### src/rtl/video_timing_gen.sv
// Programmable video timing generator: four fixed modes, sync/bp/active/fp line order.
// Optional 16-bit frame counter port when VIDEO_TIMING_GEN_FRAME_CNT_EN is defined.
module video_timing_gen #(
    parameter int X_BITS       = 12,
    parameter int Y_BITS       = 12,
    parameter int DEFAULT_MODE = 2
) (
    input  logic              pix_clk,
    input  logic              rstn,
    input  logic [1:0]        mode_sel,
    output logic              hs_out,
    output logic              vs_out,
    output logic              de_out,
    output logic [X_BITS-1:0] act_x,
    output logic [Y_BITS-1:0] act_y,
    output logic              frame_start,
    output logic [1:0]        cur_mode,
    output logic              mode_chg
`ifdef VIDEO_TIMING_GEN_FRAME_CNT_EN
    ,
    output logic [15:0]       frame_cnt
`endif
);

    // Counters are 12 bits regardless of X_BITS/Y_BITS: H_TOTAL reaches 2200.
    localparam int CW = 12;

    typedef struct packed {
        logic [CW-1:0] h_total;
        logic [CW-1:0] h_sync;
        logic [CW-1:0] h_bp;
        logic [CW-1:0] h_act;
        logic [CW-1:0] v_total;
        logic [CW-1:0] v_sync;
        logic [CW-1:0] v_bp;
        logic [CW-1:0] v_act;
        logic          pos_pol;
    } timing_t;

    function automatic timing_t mode_timing(input logic [1:0] m);
        timing_t t;
        case (m)
            2'd0:    t = '{12'd800,  12'd96,  12'd48,  12'd640,  12'd525,  12'd2, 12'd33, 12'd480,  1'b0};
            2'd1:    t = '{12'd1650, 12'd40,  12'd220, 12'd1280, 12'd750,  12'd5, 12'd20, 12'd720,  1'b1};
            2'd2:    t = '{12'd2200, 12'd44,  12'd148, 12'd1920, 12'd1125, 12'd5, 12'd36, 12'd1080, 1'b1};
            default: t = '{12'd1344, 12'd136, 12'd160, 12'd1024, 12'd806,  12'd6, 12'd29, 12'd768,  1'b0};
        endcase
        return t;
    endfunction

    function automatic logic mode_pos_pol(input logic [1:0] m);
        timing_t t;
        t = mode_timing(m);
        return t.pos_pol;
    endfunction

    localparam logic [1:0] DEF_MODE      = 2'(DEFAULT_MODE);
    localparam logic       DEF_SYNC_IDLE = ~mode_pos_pol(DEF_MODE);

    logic [CW-1:0]     h_cnt_q, h_cnt_d;
    logic [CW-1:0]     v_cnt_q, v_cnt_d;
    logic [1:0]        mode_q, mode_d;
    logic              hs_q, hs_d;
    logic              vs_q, vs_d;
    logic              de_q, de_d;
    logic [X_BITS-1:0] act_x_q, act_x_d;
    logic [Y_BITS-1:0] act_y_q, act_y_d;
    logic              fs_q, fs_d;
    logic              chg_q, chg_d;
    logic [1:0]        cur_mode_q, cur_mode_d;

    timing_t       tm;
    logic          h_last, v_last, h_in, v_in;
    logic [CW-1:0] h_start, v_start, x_off, y_off;

    always_comb begin
        tm      = mode_timing(mode_q);
        h_last  = (h_cnt_q == tm.h_total - 12'd1);
        v_last  = (v_cnt_q == tm.v_total - 12'd1);
        h_cnt_d = h_last ? '0 : h_cnt_q + 12'd1;
        v_cnt_d = v_cnt_q;
        if (h_last) begin
            v_cnt_d = v_last ? '0 : v_cnt_q + 12'd1;
        end
        // mode_sel is only looked at on the very last pixel of a frame.
        mode_d  = (h_last && v_last) ? mode_sel : mode_q;

        h_start = tm.h_sync + tm.h_bp;
        v_start = tm.v_sync + tm.v_bp;
        h_in    = (h_cnt_q >= h_start) && (h_cnt_q < h_start + tm.h_act);
        v_in    = (v_cnt_q >= v_start) && (v_cnt_q < v_start + tm.v_act);
        x_off   = h_cnt_q - h_start;
        y_off   = v_cnt_q - v_start;

        de_d    = h_in && v_in;
        act_x_d = de_d ? X_BITS'(x_off) : '0;
        act_y_d = de_d ? Y_BITS'(y_off) : '0;
        hs_d    = (h_cnt_q < tm.h_sync) ~^ tm.pos_pol;
        vs_d    = (v_cnt_q < tm.v_sync) ~^ tm.pos_pol;
        fs_d    = (h_cnt_q == '0) && (v_cnt_q == '0);
        // cur_mode_q still holds the previous frame's mode while state is (0,0).
        chg_d      = fs_d && (mode_q != cur_mode_q);
        cur_mode_d = mode_q;
    end

    always_ff @(posedge pix_clk or negedge rstn) begin
        if (!rstn) begin
            h_cnt_q    <= '0;
            v_cnt_q    <= '0;
            mode_q     <= DEF_MODE;
            hs_q       <= DEF_SYNC_IDLE;
            vs_q       <= DEF_SYNC_IDLE;
            de_q       <= 1'b0;
            act_x_q    <= '0;
            act_y_q    <= '0;
            fs_q       <= 1'b0;
            chg_q      <= 1'b0;
            cur_mode_q <= DEF_MODE;
        end else begin
            h_cnt_q    <= h_cnt_d;
            v_cnt_q    <= v_cnt_d;
            mode_q     <= mode_d;
            hs_q       <= hs_d;
            vs_q       <= vs_d;
            de_q       <= de_d;
            act_x_q    <= act_x_d;
            act_y_q    <= act_y_d;
            fs_q       <= fs_d;
            chg_q      <= chg_d;
            cur_mode_q <= cur_mode_d;
        end
    end

    assign hs_out      = hs_q;
    assign vs_out      = vs_q;
    assign de_out      = de_q;
    assign act_x       = act_x_q;
    assign act_y       = act_y_q;
    assign frame_start = fs_q;
    assign mode_chg    = chg_q;
    assign cur_mode    = cur_mode_q;

`ifdef VIDEO_TIMING_GEN_FRAME_CNT_EN
    logic [15:0] frame_cnt_q, frame_cnt_d;

    // Steps on the same edge that raises frame_start, so it reads 1 on the first frame.
    always_comb begin
        frame_cnt_d = fs_d ? frame_cnt_q + 16'd1 : frame_cnt_q;
    end

    always_ff @(posedge pix_clk or negedge rstn) begin
        if (!rstn) begin
            frame_cnt_q <= '0;
        end else begin
            frame_cnt_q <= frame_cnt_d;
        end
    end

    assign frame_cnt = frame_cnt_q;
`endif

endmodule

### config.mk
export PLATFORM = sky130hd
export DESIGN_NAME = video_timing_gen
export DESIGN_NICKNAME = d
export VERILOG_FILES = /design/src/rtl/video_timing_gen.sv
export SDC_FILE = /design/constraint.sdc
export NUM_CORES = 1
export LEC_CHECK = 0
export ABC_AREA = 1
export BUFFER_PORTS_ARGS = -buffer_cell sky130_fd_sc_hd__buf_2
export CAP_MARGIN = 20
export CORE_AREA = 2 2 94 96
export CTS_CLUSTER_SIZE = 40
export DETAILED_ROUTE_END_ITERATION = 10
export DIE_AREA = 0 0 96 98
export GPL_TIMING_DRIVEN = 0
export PLACE_DENSITY = 0.81
export SLEW_MARGIN = 5
export SYNTH_ARGS = -nofsm -noshare
export SYNTH_HDL_FRONTEND = slang
export SYNTH_SLANG_ARGS = --single-unit
### constraint.sdc
create_clock -name pix_clk -period 6.4 [get_ports pix_clk]
set_input_delay 0.96 -clock pix_clk [delete_from_list [all_inputs] [get_ports pix_clk]]
set_output_delay 0.96 -clock pix_clk [all_outputs]
set_load 0.01 [all_outputs]
[Yosys cells after proc, flatten, opt, wreduce, memory -nomap -nowiden]
Cells that the tools add are included.
Word-level totals
  register bits after elaboration: 57
  input port bits: 4
  word-level logic and storage cells: 48
Cells by class
  add/sub/neg operators: 10
  magnitude comparators: 6
  equality and inequality tests: 5
  multiplexer cells: 5
  bitwise operators: 2
  reduce and logical (&&, ||, !) cells: 9
Operators by type and width (count)
  $pmux 97 s3: 1
  $add 12x12->12: 4
  $lt 12x12->1: 4
  $mux 12: 4
  $add 12x1->12 const B: 2
  $eq 12x12->1: 2
  $ge 12x12->1: 2
  $logic_not 12->1: 2
  $sub 12x1->12 const B: 2
  $sub 12x12->12: 2
  $logic_and 1x1->1: 6
  $eq 2x1->1 const B: 1
  $eq 2x2->1 const B: 1
  $logic_not 2->1: 1
  $ne 2x2->1: 1
  $xnor 1x1->1: 2

[Depth between registers and ports, before layout]
Gate-level depths: netlist of the first run.
  word-level depth: 8
  depth in mapped cells: 16

[Least setup slack after synthesis of the first run]
OpenSTA, ideal clock, no wires.
  path type: reg-to-reg
  start point: register mode_q[0] (netlist: cur_mode_d[0])
  end point: register act_y_q[9] (netlist: act_y[9])
  setup time: 0.120 ns
  arrival: 2.438 ns
  data required time: 6.280 ns
  setup slack: 3.842 ns
  stages on the path, launching flop included: 15
  path buffers: 1
  cell sequence: dfrtp_1 > buf_6 > inv_1 > ha_1 > o21ai_1 > inv_1 > ha_1 > nand2_1 > ha_1 > nand2_1 > inv_1 > a21oi_1 > nand3_1 > xor2_1 > nor2_2
Between the ends
  cells in the longest elaborated chain, start to end: 8
  elaborated cells between the ends (all ways): 17
RTL lines
  from (decl): RTL line 62  | logic [1:0] mode_q, mode_d;
  from (signal assigned): RTL line 122  | mode_q <= mode_d;
  $eq 2x2->1 (tied with other cells): RTL line 42  | case (m)
  $pmux 97 s3 (*): RTL line 42
  $add 12x12->12 (on tied branches): RTL line 88, 89
  $add 12x12->12 (on tied branches): RTL line 90, 91
  $lt 12x12->1 (on tied branches): RTL line 90, 91
  $logic_and 1x1->1 (on tied branches): RTL line 90, 91
  $logic_and 1x1->1: RTL line 95  | de_d = h_in && v_in;
  $mux 12 (*): RTL line 97  | act_y_d = de_d ? Y_BITS'(y_off) : '0;
  via act_y_d[9]: RTL line 67  | logic [Y_BITS-1:0] act_y_q, act_y_d;
  to (signal assigned): RTL line 127  | act_y_q <= act_y_d;
  to (decl): RTL line 67
The timed path passes the listed nets; every way through them passes the cells marked *.
A chain may end at the register's enable or synchronous reset.

[Worst setup path in the final report of the first run]
  start point: register mode_q[0] (netlist: cur_mode_d[0])
  end point: register act_y_q[11] (netlist: act_y[11])
The elaborated chain is that of the path after synthesis.

==> run summary, run 1 <==
Multi-input logic area: 0.002564 mm^2
Die H: 98 um
Antenna Nets Post-Route: 0
Clk root buf: clkbuf_8
Final Critical Period: 3.213 ns
Syn Inst Count: 575
Final hold vios: 0
WP data arrival: 3.49 ns
Share of cells above drive strength 1: 16.51%
Pre-CTS WS: 3.295 ns
Critical Path End: act_y[11]
R2R cell count: 14
Die area: 0.009408 mm^2
Critical path launch point type: register
Final WS setup: 3.187 ns
Final HPWL DP: 8062 um
FF+latch count, synth: 57
Total number of vias: 3925
Largest net degree at the start of global routing: 35
RSZ-0062 raised after global routing: no
Worst hold path class: reg2reg
Final Skew: 0.006652 ns
First drt pass iteration count: 5
Peak VDD IR: 0.00007402 V
CTS H-tree depth: 3
Max Root-Sink Buffers: 2
Max frequency: 311.2 MHz
Cell variety after synth: 39
Antenna violations before repair: 0
Outcome: completed
Core Area: 0.008466 mm^2
Worst-Skew Late Latency: 0.34 ns
Crit Path Category: reg2reg
CTS tree: built
Total wire length after detailed routing: 10370 um
Setup_tns: 0 ns
Post-CTS Setup Repair Bufs: 0
Diodes inserted: 0
Initial Util: 51.61%
CP max stage delay: 0.55 ns
Mapped Area: 0.004369 mm^2
GRT Overall Usage: 23.28%
WP depth: 14
DRC: 0
Setup slack, reg-to-reg: 3.19 ns
Die X: 96 um
Period utilization: 50.21%
CTS clk-pin slew, worst paths: 0.06 ns
Family with the most delay on the worst path: adder cells
Drt wl/cell: 14.17 um
Fillers: 742
Via density per instance: 5.362
R2R Path End: act_y[11]
Global-route wire length before repair: 17160 um
Iter 0 DRT Violations: 329
Reg area: 0.001429 mm^2
Cts hold-fix bufs: 0
Worst Hold Depth: 0
Worst slew pin tran: 0.5625 ns
PostCTS Resize Cnt: 0
Synth warn: 0
TritonCTS Sinks: 57
Row cnt: 34
Avg Cell Area, Syn: 7.599 um^2
Number of port buffers: 34
Boundary Pins: 35
Final setup violating endpoints: 0
Worst Path Max Fanout: 7
Area grow syn2layout: 11.40%
CTS buffer count: 9
Maxcap violations: 0
Nets@finish: 674
Routability-driven placement congestion ratio: 1.003
Slew margin rel.: 62.50%
CP Cell Sequence: buf_6 -> inv_1 -> ha_1 -> o21ai_1 -> inv_1 -> ha_1 -> nand2_1 -> ha_1 -> nand2_1 -> inv_1 -> a21oi_1 -> nand3_1 -> xor2_1 -> nor2_1
Launch point of the worst path: cur_mode_d[0]
PD cells: 137.5 mW/mm^2
Crit end category: register
Grt ovf: 0
Slowest CP cell: dfrtp_1
Static Leak: 2.837 nW
Seq/Total Area, Yosys: 32.70%
Vias in the first global route: 3709
Worst flop-to-flop path startpoint: cur_mode_d[0]
Slew Limit Fails: 0
Critical Path RT: 6.67 ns
CP Buf/Inv Count: 4
## stage by stage
step | util [%] | power [mW] | instances | hold slack [ns] | cell area, um^2
5_1_grt | 57.49 | 0.6927 | 732 | 0.4648 | 4867
4_1_cts | 57.49 | 0.6769 | 732 | 0.4464 | 4867
3_3_place_gp | 55.26 | 0.3770 | 718 | 0.4266 | 4678
2_1_floorplan | - | 0.3691 | 576 | 0.4015 | 4373
3_5_place_dp | 55.50 | 0.3789 | 719 | 0.4346 | 4698
6_report | 57.49 | 0.6690 | 732 | 0.4475 | 4867
## cell type report
cell class              count  area share, %
repair buffers             35          3.907
inverters                  77          5.964
well taps                 108          2.776
clock buffers              13          3.470
flip-flops and latches     57          29.36
plain buffers              12          1.851
multi-input cells         430          52.67
## routing by layer
metal / vias to the layer above / wire [um] / track usage, %
li1: 1918 / - / -
met1: 1800 / 4451 / 30.93
met2: 183 / 4878 / 37.02
met3: 24 / 762 / 4.321
met4: 0 / 281 / 9.451
met5: - / 0 / 0
## sequential cells by signal (all words and copies together) (netlist names)
register and count:
act_x 12, act_y 12, h_cnt_q 12, v_cnt_q 12, cur_mode 2, cur_mode_d 2
de_out 1, frame_start 1, hs_out 1, mode_chg 1, vs_out 1
## cell families after synthesis
group / after synthesis / share of synthesized area [%]
adder cells (fa/ha/maj): 48 / 14.09
other: 1 / 0.08583
AND/OR/NAND/NOR: 296 / 31.16
AO/OA/AOI/OAI: 45 / 5.441
flip-flops: 57 / 32.70
XOR/XNOR: 39 / 7.818
buffers and inverters: 89 / 8.705
## worst min path at each step
| stage | start | end | slack [ns] |
|---|---|---|---|
| 2_1_floorplan | cur_mode_d[1] | cur_mode[1] | 0.40 |
| 5_1_grt | cur_mode_d[1] | cur_mode[1] | 0.46 |
| 3_3_place_gp | cur_mode_d[1] | cur_mode[1] | 0.43 |
| 6_report | cur_mode_d[1] | cur_mode[1] | 0.45 |
| 3_5_place_dp | cur_mode_d[1] | cur_mode[1] | 0.43 |
| 4_1_cts | cur_mode_d[1] | cur_mode[1] | 0.45 |
## layout by cell type (no fill, tap or decap), types with 3 or more instances in the layout
| cell type | count |
|---|---|
| nand4_1 | 9 |
| nor2_1 | 57 |
| xor2_1 | 31 |
| xnor2_1 | 8 |
| buf_6 | 4 |
| o21ai_0 | 15 |
| nand3_1 | 45 |
| nor3_1 | 16 |
| inv_2 | 6 |
| a21oi_1 | 21 |
| dfrtp_1 | 55 |
| inv_1 | 70 |
| nor2_2 | 24 |
| nand2_1 | 127 |
| nand2_4 | 3 |
| ha_1 | 46 |
| clkbuf_8 | 12 |
| o21ai_1 | 4 |
| buf_2 | 39 |
| nor2_4 | 3 |
## where the power goes
part	total (mW)	leakage, nW	internal (mW)	switching [mW]
Sequential	0.361	0.765	0.361	0
Clock	0.297	0.0875	0.166	0.131
Combinational	0.0113	1.98	0.00277	0.00848
## cell usage after synthesis, drive strengths merged
library cell	count	area, um^2
a211oi	1	7.510
a21oi	22	113.9
a31oi	1	6.260
and2	1	6.260
and3	2	12.51
and3b	1	8.760
buf	11	85.07
clkbuf	1	5.000
clkinv	1	5.000
conb	1	3.750
dfrtp	55	1376
dfstp	2	52.55
fa	2	40.04
ha	46	575.6
inv	76	285.3
nand2	132	523.0
nand3	46	235.2
nand3b	2	15.01
nand4	10	68.81
nor2	84	397.9
nor3	16	80.08
nor3b	1	7.510
nor4	1	6.260
o21a	1	7.510
o21ai	19	95.09
o21bai	1	7.510
xnor2	8	70.07
xor2	31	271.5
Power figures use the tool's default switching activity.
==> run 2, diff against run 1 <==
--- a/config.mk
+++ b/config.mk
@@ -5,13 +5,13 @@
 export SDC_FILE = /design/constraint.sdc
 export NUM_CORES = 1
 export LEC_CHECK = 0
-export ABC_AREA = 1
+export ABC_AREA = 0
 export BUFFER_PORTS_ARGS = -buffer_cell sky130_fd_sc_hd__buf_2
 export CAP_MARGIN = 20
-export CORE_AREA = 2 2 94 96
+export CORE_AREA = 2 2 89 91
 export CTS_CLUSTER_SIZE = 40
 export DETAILED_ROUTE_END_ITERATION = 10
-export DIE_AREA = 0 0 96 98
+export DIE_AREA = 0 0 91 93
 export GPL_TIMING_DRIVEN = 0
 export PLACE_DENSITY = 0.81
 export SLEW_MARGIN = 5
==> constraint.sdc (replaced) <==
create_clock -name pix_clk -period 3.32 [get_ports pix_clk]
set_input_delay 0.498 -clock pix_clk [delete_from_list [all_inputs] [get_ports pix_clk]]
set_output_delay 0.498 -clock pix_clk [all_outputs]
set_load 0.01 [all_outputs]
==> run summary, run 2 <==
Outcome: completed
Clk root buf: clkbuf_8
Final Critical Period: 3.207 ns
Global-route wire length before repair: 15590 um
Max frequency: 311.8 MHz
Finished Layout Cells: 579
FF+latch count, synth: 57
Core Area: 0.007527 mm^2
PD cells: 286.8 mW/mm^2
Pint: 1.008 mW
Comb power frac: 1.7%
Asr flop ratio synth: 100.0%
CTS tree: built
Antenna violations before repair: 0
Max Root-Sink Buffers: 2
Sequential power share: 53.6%
Total number of vias: 3271
Static Leak: 2.360 nW
Crit Path Category: reg2reg
Row cnt: 32
Routability-driven placement congestion ratio: 0.9691
Peak VDD IR: 0.0001624 V
Critical Path RT: 3.56 ns
EDFF count, synth: 0
Setup slack, reg-to-reg: 0.11 ns
First drt pass iteration count: 5
Number of port buffers: 34
Antenna Nets Post-Route: 0
CTS H-tree depth: 3
Total wire length after detailed routing: 9244 um
GRT Overall Usage: 23.65%
Final WS setup: 0.1128 ns
Synth area leaders: dfrtp_1 35%, ha_1 15%, nor2_1 5.5%, xnor2_1 5.4%, xor2_1 3.8%
DRC: 0
R2R cell count: 13
Power Total: 1.297 mW
Nets@finish: 524
P_sw: 0.2884 mW
TritonCTS Sinks: 57
Area grow syn2layout: 15.69%
Pre-CTS WS: -0.5656 ns
Via density per instance: 5.649
Most frequent cells in the layout: 56 x nor2_1, 54 x dfrtp_1, 44 x ha_1, 40 x buf_2, 25 x inv_1
Synth cell count leaders: 57 x nor2_1, 55 x dfrtp_1, 46 x ha_1
Boundary Pins: 35
Worst-Skew Late Latency: 0.35 ns
Post-layout util: 60.07%
Clock group share of total power: 44.7%
Die H: 93 um
Vias in the first global route: 3247
Sw frac: 22.24%
Area leader, netlist: dfrtp_1
Mapped Area: 0.003909 mm^2
Diodes inserted: 0
CTS buffer count: 9
Maxcap violations: 0
Final HPWL DP: 6696 um
Die area: 0.008463 mm^2
CTS clk-pin slew, worst paths: 0.06 ns
Final setup violating endpoints: 0
Critical path launch point type: register
Inst Count DP: 553
Most numerous cell in the Yosys netlist: nor2_1
Grt ovf: 0
Worst flop-to-flop path startpoint: cur_mode_d[0]
Largest net degree at the start of global routing: 32
Most used flip-flop cell after synthesis: dfrtp_1
Worst slew pin tran: 0.6218 ns
RSZ-0062 raised after global routing: no
Share of the synthesized area in the top cell type: 35.21%
Slew Limit Fails: 0
Crit end category: register
Cell variety after synth: 60
Slew margin rel.: 58.55%
WP data arrival: 3.45 ns
Setup_tns: 0 ns
Iter 0 DRT Violations: 208
R2R Path End: v_cnt_q[0]
Die X: 91 um
Share of cells above drive strength 1: 20.13%
Syn Inst Count: 415
Final hold vios: 0
Drt wl/cell: 15.97 um
Final Skew: 0.007140 ns
Avg Cell Area, Syn: 9.419 um^2
Initial Util: 51.93%
Commonest non-fill, non-tap cell in the layout: nor2_1
Seq/Total Area, Yosys: 36.56%
Worst Path Max Fanout: 9
Worst hold path class: in2async
Synth warn: 0
Fillers: 668
Period utilization: 96.60%
## run 2: changes by cell type after synthesis, sizes merged, moves of 4 or more
cell    delta
nand2    -111
inv       -49
nor2      -26
nand3     -25
xnor2     +16
xor2      -14
a21oi     -10
a21o       +9
a211oi     +8
and3       +7
nor3       -7
nor2b      +6
clkbuf     +4
nand4      -4
## run 2: worst max-delay path by stage
stage | startpoint | endpoint | slack [ns]
final | cur_mode_d[0] | v_cnt_q[0] | 0.11
after global placement | cur_mode_d[0] | act_y[6] | -0.52
after global routing | cur_mode_d[0] | v_cnt_q[0] | 0.02
after floorplan | cur_mode_d[0] | v_cnt_q[0] | 0.13
after detailed placement | cur_mode_d[0] | v_cnt_q[0] | -0.57
after CTS | cur_mode_d[1] | v_cnt_q[0] | 0.06
## run 2: repair_timing
| action | in CTS | in global routing |
|---|---|---|
| cloned | 0 | 0 |
| hold buffers | 0 | 0 |
| gates resized for setup | 8 | 3 |
| pin swaps | 2 | 0 |
| setup endpoints to repair | 36 | 34 |
| buffers inserted | 9 | 2 |
## run 2: through the flow
step                hold slack, ns  instance area (um^2)
floorplan                   0.2024                  3913
global placement            0.4138                  4210
detailed placement          0.4230                  4230
CTS                         0.1692                  4503
global route                0.1986                  4522
finish                      0.1565                  4522
## run 2: kinds of logic (layout without fill, tap and decap cells)
logic type      count (synthesis)  after routing  share of synthesized area, %
xor+xnor                       41             41                         9.187
compound gates                 74             74                         12.93
mux                             1              1                        0.3840
buf+inv                        40            101                         4.673
simple gates                  153            153                         20.42
flops                          57             57                         36.56
fa+ha+maj                      48             48                         15.75
other cells                     1              2                       0.09594
## run 2: area by class of cell
cell class	count	area, um^2	share of cell area, %
Clock inverter	3	15.01	0.3320
Buffer	12	77.57	1.716
Multi-Input combinational cell	319	2335	51.63
Tap cell	102	127.6	2.822
Timing Repair Buffer	46	272.8	6.032
Clock buffer	13	158.9	3.514
Inverter	27	105.1	2.324
Sequential cell	57	1430	31.63
## run 2: power by group through the flow
| stage | Sequential [mW] | Combinational [mW] | Clock, mW |
|---|---|---|---|
| global route | 0.694 | 0.0266 | 0.623 |
| detailed placement | 0.707 | 0.0235 | 0 |
| finish | 0.695 | 0.0221 | 0.580 |
| floorplan | 0.708 | 0.00424 | 0 |
| CTS | 0.695 | 0.0233 | 0.590 |
| global placement | 0.707 | 0.0200 | 0 |
## run 2: critical path, stage by stage, from the launching register on
cell      delay [ns]
dfrtp_2         0.44
buf_4           0.18
buf_4           0.14
ha_1            0.29
nor2_2          0.13
inv_1           0.05
ha_1            0.29
xor2_1          0.21
nand4b_1        0.12
or4b_4          0.54
nor3_4          0.19
buf_4           0.17
nor2_4          0.07
mux2_4          0.26
## run 2: routing by layer
layer / wire length (um) / GRT usage [%] / vias to the layer above
met2: 4302 / 37.35 / 134
met4: 393 / 15.03 / 0
met3: 571 / 4.512 / 34
met5: 0 / 0 / -
li1: - / - / 1569
met1: 3976 / 29.93 / 1534
==> run 3, diff against run 2 <==
==> constraint.sdc (replaced) <==
create_clock -name pix_clk -period 3.3 [get_ports pix_clk]
set_input_delay 0.495 -clock pix_clk [delete_from_list [all_inputs] [get_ports pix_clk]]
set_output_delay 0.495 -clock pix_clk [all_outputs]
set_load 0.01 [all_outputs]
==> run summary, run 3 (synthesized netlist as in run 2, its figures left out) <==
Slew margin rel.: 58.54%
Worst slew pin tran: 0.6219 ns
Crit end category: register
Total number of vias: 3280
Drt wl/cell: 16.02 um
Final hold vios: 0
Final Skew: 0.007154 ns
WP data arrival: 3.46 ns
Final Critical Period: 3.216 ns
Critical path launch point type: register
Period utilization: 97.44%
Die X: 91 um
Die H: 93 um
CTS tree: built
Max Root-Sink Buffers: 2
Pint: 1.014 mW
Die area: 0.008463 mm^2
Worst Path Max Fanout: 9
Max frequency: 311.0 MHz
Antenna violations before repair: 0
Diodes inserted: 0
Worst-Skew Late Latency: 0.35 ns
Final HPWL DP: 6696 um
RSZ-0062 raised after global routing: no
Antenna Nets Post-Route: 0
GRT Overall Usage: 23.65%
Initial Util: 51.93%
Commonest non-fill, non-tap cell in the layout: nor2_1
Largest net degree at the start of global routing: 32
Nets@finish: 524
DRC: 0
CTS clk-pin slew, worst paths: 0.06 ns
Grt ovf: 0
R2R cell count: 12
Core Area: 0.007527 mm^2
Most frequent cells in the layout: 56 x nor2_1, 54 x dfrtp_1, 43 x ha_1, 40 x buf_2, 25 x inv_1
Iter 0 DRT Violations: 208
Routability-driven placement congestion ratio: 0.9691
Via density per instance: 5.665
Number of port buffers: 34
Slew Limit Fails: 0
Clock group share of total power: 44.7%
Outcome: completed
Sequential power share: 53.6%
Maxcap violations: 0
Final setup violating endpoints: 0
Clk root buf: clkbuf_8
First drt pass iteration count: 5
Comb power frac: 1.7%
CTS H-tree depth: 3
Global-route wire length before repair: 15590 um
Total wire length after detailed routing: 9275 um
Area grow syn2layout: 15.75%
Final hold slack: 0.1527 ns
Crit Path Category: reg2reg
Share of cells above drive strength 1: 20.34%
Boundary Pins: 35
Post-layout util: 60.11%
CTS buffer count: 9
TritonCTS Sinks: 57
PD cells: 288.4 mW/mm^2
Critical Path RT: 3.54 ns
Sw frac: 22.27%
Static Leak: 2.359 nW
Peak VDD IR: 0.0001634 V
Row cnt: 32
Vias in the first global route: 3247
Setup slack, reg-to-reg: 0.08 ns
Worst hold path class: in2async
P_sw: 0.2906 mW
Cts hold-fix bufs: 0
## run 3: cell counts in the layout (fill, tap and decap cells not counted)
No cell type changed its count.
## run 3: area by class of cell
class | instances | area [um^2]
fill | 667 | 3003
tap | 102 | 127.6
multi-input combinational | 319 | 2337
sequential | 57 | 1430
clock inverter | 3 | 15.01
inverter | 27 | 105.1
clock buffer | 13 | 158.9
buffer | 12 | 77.57
timing repair buffer | 46 | 272.8
## run 3: power by group through the flow
stage / Sequential [mW] / Combinational [mW] / Clock (mW)
floorplan: 0.712 / 0.00426 / 0
global placement: 0.712 / 0.0201 / 0
detailed placement: 0.712 / 0.0236 / 0
CTS: 0.699 / 0.0235 / 0.593
global route: 0.698 / 0.0267 / 0.627
finish: 0.699 / 0.0222 / 0.584
## run 3: critical path: stages (launching register included)
cell,delay (ns)
dfrtp_2,0.41
buf_4,0.17
ha_1,0.34
o21bai_4,0.22
inv_1,0.07
ha_1,0.32
xor2_1,0.20
nand4b_1,0.12
or4b_4,0.54
nor3_4,0.19
buf_4,0.17
nor2_4,0.07
mux2_4,0.26
## run 3: what timing repair did
item                       CTS  global route
pin swaps                    2             0
gates resized for setup      8             4
setup buffers                9             2
setup endpoints to repair   36            34
## run 3: path summary, 6_finish.rpt
path | to | from
worst max-delay path | v_cnt_q[0] | cur_mode_d[0]
worst min-delay path | h_cnt_q[5] | rstn
worst max register to register | v_cnt_q[0] | cur_mode_d[0]
worst min register to register | cur_mode[1] | cur_mode_d[1]
max in group asynchronous | act_y[4] | rstn
min in group pix_clk | cur_mode_d[0] | mode_sel[0]
## run 3: routing by layer
| metal | vias to the layer above | wire, um | track usage (%) |
|---|---|---|---|
| met4 | 0 | 399 | 15.03 |
| met5 | - | 0 | 0 |
| met3 | 36 | 607 | 4.512 |
| li1 | 1567 | - | - |
| met1 | 1540 | 3981 | 29.93 |
| met2 | 137 | 4288 | 37.35 |
## run 3: through the flow
step	instances	worst slack [ns]	setup TNS, ns	area (um^2)	total power [mW]
floorplan	416	0.1148	0	3913	0.7162
global placement	552	-0.5418	-16.53	4210	0.7318
detailed placement	553	-0.5856	-18.29	4230	0.7353
CTS	577	0.04209	0	4503	1.316
global route	579	0.02833	0	4524	1.352
finish	579	0.08443	0	4524	1.305
